$ cat src/rtl/clk_ctrl_pkg.sv
`default_nettype none
// ============================================================================
// Module      : clk_ctrl_pkg
// Description : Shared command/state encodings and default widths for the
//               divided-clock event counter controller.
// Revision    : 1.0 - initial release
// ============================================================================
package clk_ctrl_pkg;

   localparam int DEF_DIV_W = 28;
   localparam int DEF_CNT_W = 8;

   localparam logic [1:0] OP_START      = 2'd0;
   localparam logic [1:0] OP_STOP       = 2'd1;
   localparam logic [1:0] OP_LOAD_LIMIT = 2'd2;
   localparam logic [1:0] OP_CLEAR      = 2'd3;

   localparam logic [1:0] ST_IDLE = 2'd0;
   localparam logic [1:0] ST_RUN  = 2'd1;
   localparam logic [1:0] ST_DONE = 2'd2;

endpackage
`default_nettype wire

$ cat src/rtl/clk_counter_ctrl_if.sv
`default_nettype none
// ============================================================================
// Module      : clk_counter_ctrl_if
// Description : Valid/ready command port of the event counter controller.
// Revision    : 1.0 - initial release
// ============================================================================
interface clk_counter_ctrl_if
   import clk_ctrl_pkg::*;
#(
   parameter int DIV_W = DEF_DIV_W,
   parameter int CNT_W = DEF_CNT_W
);
   logic             cmd_valid;
   logic             cmd_ready;
   logic [1:0]       cmd_op;
   logic [CNT_W-1:0] cmd_data;
   logic [DIV_W-1:0] div_cfg;

   modport master (output cmd_valid, cmd_op, cmd_data, div_cfg, input cmd_ready);
   modport slave  (input cmd_valid, cmd_op, cmd_data, div_cfg, output cmd_ready);
endinterface
`default_nettype wire

$ cat src/rtl/clk_counter_ctrl_tick_gen.sv
`default_nettype none
// ============================================================================
// Module      : tick_gen
// Description : Programmable prescaler; registered one-cycle tick every div+1
//               enabled cycles, restartable from zero.
// Revision    : 1.0 - initial release
// ============================================================================
module tick_gen
   import clk_ctrl_pkg::*;
#(
   parameter int DIV_W = DEF_DIV_W
) (
   input  logic             clk,
   input  logic             rst,
   input  logic             en,
   input  logic             restart,
   input  logic [DIV_W-1:0] div,
   output logic             tick
);
   localparam logic [DIV_W-1:0] c_one = DIV_W'(1);

   logic [DIV_W-1:0] pre_q, pre_d;
   logic             tick_q, tick_d;

   always_comb begin
      pre_d  = pre_q;
      tick_d = 1'b0;
      if (restart) begin
         pre_d = '0;
      end else if (en) begin
         if (pre_q == div) begin
            pre_d  = '0;
            tick_d = 1'b1;
         end else begin
            pre_d = pre_q + c_one;
         end
      end
   end

   always_ff @(posedge clk or posedge rst) begin
      if (rst) begin
         pre_q  <= '0;
         tick_q <= 1'b0;
      end else begin
         pre_q  <= pre_d;
         tick_q <= tick_d;
      end
   end

   assign tick = tick_q;
endmodule
`default_nettype wire

$ cat src/rtl/clk_counter_ctrl.sv
`default_nettype none
// ============================================================================
// Module      : clk_counter_ctrl
// Description : Single-clock event counter advanced by a prescaler tick and
//               sequenced through a valid/ready command port.
//               Optional down-counting mode: define CLK_CTRL_DOWN_EN.
// Revision    : 1.0 - initial release
// ============================================================================
module clk_counter_ctrl
   import clk_ctrl_pkg::*;
#(
   parameter int          DIV_W     = DEF_DIV_W,
   parameter int          CNT_W     = DEF_CNT_W,
   parameter int unsigned DIV_RESET = 50000000
) (
   input  logic                 clk,
   input  logic                 rst,
   clk_counter_ctrl_if.slave    cmd,
   output logic                 tick,
   output logic [CNT_W-1:0]     q,
   output logic                 running,
   output logic                 done
);
   localparam logic [DIV_W-1:0] c_div_reset = DIV_W'(DIV_RESET);
   localparam logic [CNT_W-1:0] c_one       = CNT_W'(1);

   logic [1:0]       state_q, state_d;
   logic [CNT_W-1:0] q_q, q_d;
   logic [CNT_W-1:0] limit_q, limit_d;
   logic [DIV_W-1:0] div_q, div_d;
   logic             wrap_q, wrap_d;
   logic             done_q, done_d;
   logic             restart;
   logic             cmd_fire;
   logic [CNT_W-1:0] term_val, reload_val, step_val;

`ifdef CLK_CTRL_DOWN_EN
   logic down_q, down_d;
   assign term_val   = down_q ? '0 : limit_q;
   assign reload_val = down_q ? limit_q : '0;
   assign step_val   = down_q ? (q_q - c_one) : (q_q + c_one);
`else
   assign term_val   = limit_q;
   assign reload_val = '0;
   assign step_val   = q_q + c_one;
`endif

   // The limit is frozen while counting, so LOAD_LIMIT is back-pressured in RUN.
   assign cmd.cmd_ready = !((state_q == ST_RUN) && (cmd.cmd_op == OP_LOAD_LIMIT));
   assign cmd_fire      = cmd.cmd_valid && cmd.cmd_ready;

   always_comb begin
      state_d = state_q;
      q_d     = q_q;
      limit_d = limit_q;
      div_d   = div_q;
      wrap_d  = wrap_q;
      done_d  = 1'b0;
      restart = 1'b0;
`ifdef CLK_CTRL_DOWN_EN
      down_d  = down_q;
`endif
      if (cmd_fire) begin
         case (cmd.cmd_op)
            OP_START: begin
               state_d = ST_RUN;
               div_d   = cmd.div_cfg;
               wrap_d  = cmd.cmd_data[0];
               restart = 1'b1;
`ifdef CLK_CTRL_DOWN_EN
               down_d  = cmd.cmd_data[1];
               q_d     = cmd.cmd_data[1] ? limit_q : '0;
`else
               q_d     = '0;
`endif
            end
            OP_STOP: state_d = ST_IDLE;
            OP_LOAD_LIMIT: limit_d = cmd.cmd_data;
            OP_CLEAR: begin
               q_d = reload_val;
               if (state_q == ST_RUN) begin
                  restart = 1'b1;
               end else if (state_q == ST_DONE) begin
                  state_d = ST_IDLE;
               end
            end
            default: ;
         endcase
      end else if ((state_q == ST_RUN) && tick) begin
         // A tick only counts in a cycle where no command was accepted.
         if (q_q == term_val) begin
            done_d = 1'b1;
            if (wrap_q) begin
               q_d = reload_val;
            end else begin
               state_d = ST_DONE;
            end
         end else begin
            q_d = step_val;
         end
      end
   end

   always_ff @(posedge clk or posedge rst) begin
      if (rst) begin
         state_q <= ST_IDLE;
         q_q     <= '0;
         limit_q <= '1;
         div_q   <= c_div_reset;
         wrap_q  <= 1'b0;
         done_q  <= 1'b0;
`ifdef CLK_CTRL_DOWN_EN
         down_q  <= 1'b0;
`endif
      end else begin
         state_q <= state_d;
         q_q     <= q_d;
         limit_q <= limit_d;
         div_q   <= div_d;
         wrap_q  <= wrap_d;
         done_q  <= done_d;
`ifdef CLK_CTRL_DOWN_EN
         down_q  <= down_d;
`endif
      end
   end

   tick_gen #(
      .DIV_W (DIV_W)
   ) u_tick_gen (
      .clk     (clk),
      .rst     (rst),
      .en      (state_d == ST_RUN),
      .restart (restart),
      .div     (div_q),
      .tick    (tick)
   );

   assign q       = q_q;
   assign running = (state_q == ST_RUN);
   assign done    = done_q;
endmodule
`default_nettype wire

$ cat src/flat_wrapper.sv
// flat-port wrapper written by rule: the top's interface ports become plain ports
module clk_counter_ctrl_flat import clk_ctrl_pkg::*;
#(
   parameter int          DIV_W     = DEF_DIV_W,
   parameter int          CNT_W     = DEF_CNT_W,
   parameter int unsigned DIV_RESET = 50000000
)
  (clk, rst, tick, q, running, done, cmd_cmd_valid, cmd_cmd_op, cmd_cmd_data, cmd_div_cfg, cmd_cmd_ready);
  clk_counter_ctrl_if #(.DIV_W(DIV_W), .CNT_W(CNT_W)) cmd_i ();
  input  logic clk;
  input  logic rst;
  output logic tick;
  output logic [CNT_W-1:0] q;
  output logic running;
  output logic done;
  input wire logic [$bits(cmd_i.cmd_valid)-1:0] cmd_cmd_valid;
  input wire logic [$bits(cmd_i.cmd_op)-1:0] cmd_cmd_op;
  input wire logic [$bits(cmd_i.cmd_data)-1:0] cmd_cmd_data;
  input wire logic [$bits(cmd_i.div_cfg)-1:0] cmd_div_cfg;
  output wire logic [$bits(cmd_i.cmd_ready)-1:0] cmd_cmd_ready;
  assign cmd_i.cmd_valid = cmd_cmd_valid;
  assign cmd_i.cmd_op = cmd_cmd_op;
  assign cmd_i.cmd_data = cmd_cmd_data;
  assign cmd_i.div_cfg = cmd_div_cfg;
  assign cmd_cmd_ready = cmd_i.cmd_ready;
  clk_counter_ctrl #(.DIV_W(DIV_W), .CNT_W(CNT_W), .DIV_RESET(DIV_RESET)) u_core (.clk(clk), .rst(rst), .cmd(cmd_i), .tick(tick), .q(q), .running(running), .done(done));
endmodule
$ cat config.mk
export PLATFORM = sky130hd
export DESIGN_NAME = clk_counter_ctrl_flat
export DESIGN_NICKNAME = d
export VERILOG_FILES = /design/src/rtl/clk_ctrl_pkg.sv /design/src/rtl/clk_counter_ctrl_if.sv /design/src/rtl/clk_counter_ctrl_tick_gen.sv /design/src/rtl/clk_counter_ctrl.sv /design/src/flat_wrapper.sv
export SDC_FILE = /design/constraint.sdc
export NUM_CORES = 1
export LEC_CHECK = 0
export ABC_AREA = 0
export BUFFER_PORTS_ARGS = -buffer_cell sky130_fd_sc_hd__buf_4
export CAP_MARGIN = 20
export CORE_MARGIN = 10
export CORE_UTILIZATION = 45
export DETAILED_ROUTE_END_ITERATION = 8
export PLACE_DENSITY = 0.78
export SYNTH_ARGS = -nofsm -noshare
export SYNTH_HDL_FRONTEND = slang
export SYNTH_SLANG_ARGS = --single-unit
$ cat constraint.sdc
create_clock -name clk -period 3.1 [get_ports clk]
set_clock_uncertainty 0.15 [all_clocks]
set_input_delay 0.93 -clock clk [delete_from_list [all_inputs] [get_ports clk]]
set_output_delay 0.93 -clock clk [all_outputs]
set_load 0.01 [all_outputs]
==> results of run 1 <==
[cell type report]
class | instances | area, um^2 | area share [%]
multi-input combinational | 367 | 2350 | 44.5
sequential | 77 | 1950 | 36.9
timing repair buffer | 64 | 518 | 9.80
clock buffer | 13 | 169 | 3.19
tap | 133 | 166 | 3.15
clock inverter | 3 | 90.1 | 1.70
inverter | 11 | 41.3 | 0.781
[path summary, 6_finish.rpt]
check	start	endpoint	slack [ns]	depth (start not counted)
max	cmd_cmd_op[0]	cmd_cmd_ready	0.33	5
min	u_core.div_q[14]	u_core.div_q[14]	0.33	2
max reg2reg	u_core.u_tick_gen.pre_q[0]	u_core.u_tick_gen.pre_q[26]	0.68	7
min reg2reg	u_core.div_q[14]	u_core.div_q[14]	0.33	2
max in group asynchronous	rst	u_core.div_q[7]	1.95	3
min in group asynchronous	rst	u_core.wrap_q	0.51	3
[power by group]
part | internal, mW | leakage (nW) | switching [mW]
sequential | 1.18 | 0.928 | 0.198
combinational | 0.346 | 1.36 | 0.386
clock | 0.602 | 0.130 | 0.374
[routing by layer]
metal  vias to the layer above  routed length, um  track usage [%]
met3                        26                681             2.58
li1                       1820                  -                -
met1                      1856               4940             21.0
met5                         -                  0                0
met4                         0                312             7.01
met2                       143               5540             25.8
[flip-flops by register name, indices dropped and copies added (netlist names)]
register	cells
u_core.u_tick_gen.tick	1
u_core.state_q	2
u_core.u_tick_gen.pre_q	28
u_core.div_q	28
u_core.limit_q	8
u_core.done	1
u_core.wrap_q	1
u_core.q	8
[logic make-up after synthesis]
logic type | Yosys count | share of synthesized area, %
AO/OA/AOI/OAI | 79 | 14.4
flip-flops | 77 | 43.5
buffers and inverters | 37 | 4.05
multiplexers | 9 | 2.23
XOR/XNOR | 36 | 7.03
adder cells (fa/ha/maj) | 6 | 1.67
AND/OR/NAND/NOR | 237 | 27.1
[placed cells by master (no fill, tap or decap), types with 9 or more instances in the layout]
| cell type | instances |
|---|---|
| sky130_fd_sc_hd__inv_1 | 10 |
| sky130_fd_sc_hd__dfrtp_1 | 57 |
| sky130_fd_sc_hd__nor3_1 | 11 |
| sky130_fd_sc_hd__clkbuf_8 | 12 |
| sky130_fd_sc_hd__nand3_1 | 24 |
| sky130_fd_sc_hd__nor2_1 | 17 |
| sky130_fd_sc_hd__a32oi_1 | 10 |
| sky130_fd_sc_hd__xnor2_1 | 28 |
| sky130_fd_sc_hd__nand2_1 | 120 |
| sky130_fd_sc_hd__and3_1 | 12 |
| sky130_fd_sc_hd__nand4_1 | 17 |
| sky130_fd_sc_hd__o31ai_1 | 9 |
| sky130_fd_sc_hd__dfstp_2 | 20 |
| sky130_fd_sc_hd__buf_4 | 61 |
[worst max-delay path, stage by stage]
cell and delay, ns:
sky130_fd_sc_hd__buf_4 0.11, sky130_fd_sc_hd__inv_1 0.08, sky130_fd_sc_hd__ha_1 0.25, sky130_fd_sc_hd__nand3b_4 0.14, sky130_fd_sc_hd__buf_4 0.17
[metrics by stage]
step           util, %  TNS [ns]  total power [mW]
6_report          54.3         0              3.09
5_1_grt           54.3         0              3.24
4_1_cts           54.3         0              3.10
3_5_place_dp      51.7   -0.0261              2.13
3_3_place_gp      51.7         0              2.09
2_1_floorplan        -         0              1.92
==> results.txt, run 1 <==
* Outcome: completed
* Die Area: 14,400 um^2
- Starting utilization of the core area: between 40% and 50%
* Transition time at the pin with the least slew margin: approximately 0.57 ns
- Max rail drop VDD: 0.254 mV
- Fraction of layout cells with a size suffix above 1: 25.2%
* Final cell count without fillers: 668
- In this run the remaining antenna-violating nets after routing total 0.
* Part of the cycle the worst path needs: 89.5%
* Final HPWL DP: 8.37 mm
- Summed over all instances, the cell type with the most area after synthesis is sky130_fd_sc_hd__dfrtp_1.
- Routed vias: 3,845
* Distinct cell type count after synthesis: between 60 and 70
* Arr. time, crit path: 1.69 ns
- STA puts the critical path data required time at 2.02 ns.
- PnR worst setup slack: 0.325 ns
- Final Hold Fails: 0
- The via count of the first global-routing pass was 3,776.
- The first global-routing pass estimated 19.0 mm of wire.
- In this run the tightest slew margin relative to its limit is between 60% and 70%.
- After synthesis, the largest area contributor takes up a little under a third of total cell area.
- Worst-skew pair later-pin latency: 0.36 ns
- DR vias/cell: 5.76
- Worst setup slack before clock tree synthesis: -0.0261 ns
- Dividing the detail-routed wire length by the instance count gives 17.2 um.
- Sequential elements use between 40 and 50% of the synthesized area.
* Max-capacitance violation count: 0
- Initial antenna violation count: 0
- In this run the clock root is driven by a sky130_fd_sc_hd__clkbuf_8.
- The routed design could run at a clock period as short as approximately 2.8 ns.
- Post-synthesis instance area: 4480 um^2
- The filler cells instantiated in the layout total 902.
- Worst hold-check path type: reg2reg
- Area contributors post-synth: sky130_fd_sc_hd__dfrtp_1 32%, sky130_fd_sc_hd__dfstp_2 12%, sky130_fd_sc_hd__nand2_1 10%
* Worst Hold Slack: about 0.33 ns
- The worst setup path is launched from an input pin.
- TritonCTS built the clock tree.
* Number of buffers inserted to repair setup after CTS: 0
- Total grt overflow: 0
- Counting flops with an async set or reset pin after synthesis yields a share of 100%.
- In this run the deepest clock path goes through 2 buffers.
- Pre-Repair DR Iteration Count: 5
* Leading post-synthesis cells by instance count: 120 x sky130_fd_sc_hd__nand2_1, 57 x sky130_fd_sc_hd__dfrtp_1, 28 x sky130_fd_sc_hd__xnor2_1
- Setup repair after global routing left no endpoint under its margin.
* Count leader, synth: sky130_fd_sc_hd__nand2_1
* Net count reported at finish: ~580
- The floorplan has 36 rows.
- Post-cts gate resize count: 0
- Die Y-Extent: roughly 120 um
* Static Leak: 2.42 nW
* Commonest register cell after synthesis: sky130_fd_sc_hd__dfrtp_1
- Maximum number of pins on one net before global-route repair: between 70 and 80
- The placed instances occupy a cell area of 5030 um^2.
- At the end of routability-driven placement, the weighted congestion stood at 0.958.
* Number of synthesis warnings: 0
* Synth-to-layout area growth: 17.9%
- GR Util All Layers: 16.1%
- Core area: 9730 um^2
- Counting every instance in the synthesized netlist gives a little under 500.
- Counting every sink on the clock net gives 77.
- The average instance in the mapped netlist occupies slightly above 9 um^2.
- Of all nets on the critical path, the largest fanout is 8.
- Setup violations remaining at the end of the flow were counted as 0.
- STA classifies the critical path endpoint as a primary output.
- The number of pins exceeding their max-slew limit in the final report is 0.
* DRT Wirelength: ~11 mm
* Type of the setup path with the least slack: in2out
* Power per standard cell area: between 500 and 600 nW/um^2
- After clock tree synthesis, the clock-pin slew on the worst setup and hold paths is 0.08 ns.
* Number of synthesized register bits: 77
- After routing the design area is 5290 um^2.
- Based on the critical path, the design can be clocked at up to 360 MHz.
* Hold buffers post-CTS: 0
- 0 antenna diodes ended up in the layout.
- The detailed router finished its first iteration with 250 violations.
* Number of buffers inserted during clock tree synthesis: 9
- Nets in the synthesized netlist: 528
- Number of top-level pins: between 50 and 60
* Maximum level of the CTS H-tree: 3
- Buffers added on ports: 52
* Die W: 120 um
- In this run, placement finished with an instance count of 652.
- Counting flops with a built-in enable in the synthesized netlist gives 0.
- For this run, design rule violations remaining after detail routing come to 0.
No activity file was read; power rests on OpenSTA's default activity.
==> run 2, diff against run 1 <==
Settings changed: CTS_CLUSTER_SIZE from default to 8, GPL_ROUTABILITY_DRIVEN from default to 0, PLACE_DENSITY 0.78 to 0.75.
Clock period 3.1 ns to 2.9 ns, I/O delays scaled along.
==> run 2 against run 1 <==
Global-route usage shrank 0.11 points; total power fell by 0.18%; design area barely moved; final cell count up 0.90%; worst setup slack lost 0.12 ns; utilization about the same; register-to-register slack worse by 0.23 ns; combinational power rose by 13%; hold slack got worse by 0.0091 ns; routed wire length down 1.4%; first-iteration DRC count up 38%; critical path depth grew 1; critical path type unchanged; critical endpoint unchanged; largest power group unchanged; highest routed layer unchanged.
==> results.txt, run 2 (same netlist as run 1, synthesis figures left out) <==
- Outcome: completed
* Average routed wire per standard cell: 16.8 um
- Fraction of layout cells with a size suffix above 1: 26.1%
- Maximum clock path buffer count: 2
* Number of top-level pins: 53
- The tree is rooted in a sky130_fd_sc_hd__clkbuf_8.
- Entering global routing, the biggest net connects 78 pins.
- After clock tree synthesis, the clock-pin slew on the worst setup and hold paths is ~0.070 ns.
- Standard cell area after detailed placement: 5110 um^2
- The die covers approximately 14,000 um^2.
- At the pin with the least slew margin, the transition time is approximately 0.51 ns.
- Post-cts gate resize count: 0
- Max-capacitance violation count: 0
* Slew Limit Fails: 0
- After routing, the total negative slack on setup checks comes to 0 ns.
* Internal Power: 2.05 mW
- Once layout is complete, the utilization of the core stands at roughly 54%.
* Net switching fraction of the power: 33.4%
* Sequential share of power: 47.7%
- Data required time at the worst endpoint: between 1.5 and 2 ns
* Fill count: 899
- Final Total Pwr: 3.08 mW
- In the routed design, unresolved DRC markers number 0.
- Arr. time, crit path: roughly 1.7 ns
- Combinational power share: 26.8%
* Sequential Area: 1950 um^2
- The smallest clock period supported by the final layout is computed as about 2.7 ns.
- Hold buffers post-CTS: 0
- Across the VDD grid, the largest voltage drop is between 0.3 and 0.4 mV.
- Startpoint of the tightest hold check path: u_core.div_q[25]
* Global-route wire length before repair: around 19 mm
- Worst slew margin relative to its limit: 65.4%
- DRT Wirelength: 11.3 mm
- Input and output buffers added on the ports amount to 52.
- Net count reported at finish: 584
- Starting DRC count in detailed routing: around 350
- The worst hold path terminates at u_core.div_q[25].
- In this run the worst path has a maximum fanout of 8.
* Core area: 9730 um^2
- The largest registers in the layout are u_core.div_q (28), u_core.u_tick_gen.pre_q (28).
- Switching pwr: 1.03 mW
- For flop-to-flop paths, the worst setup slack is 0.45 ns.
- The tree built by TritonCTS fans out to 77 sinks.
* Critical Path Start Type: input pin
- TritonCTS created 9 clock buffers.
- Once detailed placement completed, the half-perimeter wirelength came to slightly above 8 mm.
- Setup repair after global routing left no endpoint under its margin.
- The final critical path takes up 92.8% of the cycle.
- Final design area excluding fillers: between 5000 and 6000 um^2
- In this run the number of H-tree levels came out at 3.
* DR vias/cell: about 5.7
- Summing over every cut layer, the via total after detailed routing is 3,836.
- Once the clock tree was built, the setup fixing pass inserted 0 buffers.
- The analysis attributes to cell leakage a power of 2.42 nW.
- Measured in cells, the most critical reg-to-reg path has a length of 7.
- The worst register-to-register path ends at u_core.u_tick_gen.pre_q[26].
- In the final layout, the multi-input gates occupy 2350 um^2.
* Worst-skew pair later-pin latency: about 0.36 ns
* FF-to-FF Start: u_core.u_tick_gen.pre_q[0]
- The first detailed-routing pass took 5 iterations.
- TritonCTS built the clock tree.
- The via count of the first global-routing pass was 3,800.
- The final hold violation count was 0.
- Counting instances, the worst hold path has a depth of 2.
- Summed over all layers, the global routing overflow is 0.
- The floorplan has 36 rows.
- By startpoint and endpoint, the worst setup path is classified as in2out.
- Worst hold-check path type: reg2reg
* Power per standard cell area: 583 nW/um^2
* Final number of setup-violating endpoints: 0
* Most used cells in the layout excluding fill and tap cells: 120 x sky130_fd_sc_hd__nand2_1, 66 x sky130_fd_sc_hd__buf_4, 57 x sky130_fd_sc_hd__dfrtp_1, 28 x sky130_fd_sc_hd__xnor2_1, 24 x sky130_fd_sc_hd__nand3_1
* Initial antenna violation count: 0
* Die Y-Extent: about 120 um
- Kind of end point of the critical path: primary output
- The library cell used most frequently in the layout, excluding fill and tap cells, is sky130_fd_sc_hd__nand2_1.
- Antenna viol nets, final: 0
* Synth-to-layout area growth: 18.0%
- In this run the horizontal extent of the chip is 120 um.
- The number of antenna diodes in the final layout is 0.
* Highest attainable clock frequency: 372 MHz
- Starting utilization of the core area: 46.1%
- GR Util All Layers: 16.0%
- The clock network burns 25.5% of the power.
==> run 2: changes by cell type in the layout (fill, tap and decap cells not counted) <==
cell / change
sky130_fd_sc_hd__buf_12: +2
sky130_fd_sc_hd__buf_4: +5
sky130_fd_sc_hd__bufinv_16: -2
sky130_fd_sc_hd__clkbuf_8: -3
sky130_fd_sc_hd__clkinv_2: +3
sky130_fd_sc_hd__clkinvlp_4: +2
sky130_fd_sc_hd__inv_2: -1
==> run 2: worst max-delay path: stages <==
cell and delay [ns]:
sky130_fd_sc_hd__buf_4 0.11, sky130_fd_sc_hd__inv_1 0.06, sky130_fd_sc_hd__ha_1 0.20, sky130_fd_sc_hd__buf_4 0.14, sky130_fd_sc_hd__nand3b_4 0.12, sky130_fd_sc_hd__buf_4 0.17
==> run 2: routing by layer <==
layer	wire, um	GRT usage (%)	up-vias
li1	-	-	1824
met1	5060	21.6	1850
met2	5380	24.9	142
met3	649	2.86	20
met4	227	6.33	0
met5	0	0	-
==> run 2: worst max-delay path by stage <==
| stage | from | endpoint | cells past startpoint |
|---|---|---|---|
| 2_1_floorplan | cmd_cmd_op[0] | u_core.u_tick_gen.pre_q[17] | 10 |
| 3_3_place_gp | cmd_cmd_op[0] | u_core.u_tick_gen.pre_q[7] | 10 |
| 3_5_place_dp | cmd_cmd_op[0] | u_core.u_tick_gen.pre_q[5] | 11 |
| 4_1_cts | cmd_cmd_op[0] | cmd_cmd_ready | 6 |
| 5_1_grt | cmd_cmd_op[0] | cmd_cmd_ready | 6 |
| 6_report | cmd_cmd_op[0] | cmd_cmd_ready | 6 |
==> run 2: cell type report <==
type | instances | area share (%)
Clock buffer | 10 | 2.41
Timing Repair Buffer | 71 | 11.3
Sequential cell | 77 | 36.9
Inverter | 11 | 0.851
Multi-Input combinational cell | 367 | 44.4
Clock inverter | 5 | 0.993
Tap cell | 133 | 3.15
==> run 2: metrics by stage <==
step	setup WS (ns)	cells	hold slack (ns)
4_1_cts	0.208	674	0.321
6_report	0.209	674	0.317
3_5_place_dp	-0.0372	659	0.309
5_1_grt	0.138	674	0.331
2_1_floorplan	0.142	481	0.296
3_3_place_gp	0.0389	659	0.306
==> run 2: power by group through the flow <==
stage | clock network (mW) | logic (mW) | registers (mW)
global route | 0.852 | 0.916 | 1.49
CTS | 0.804 | 0.831 | 1.47
finish | 0.785 | 0.828 | 1.47
detailed placement | 0 | 0.827 | 1.48
floorplan | 0 | 0.659 | 1.39
global placement | 0 | 0.803 | 1.48
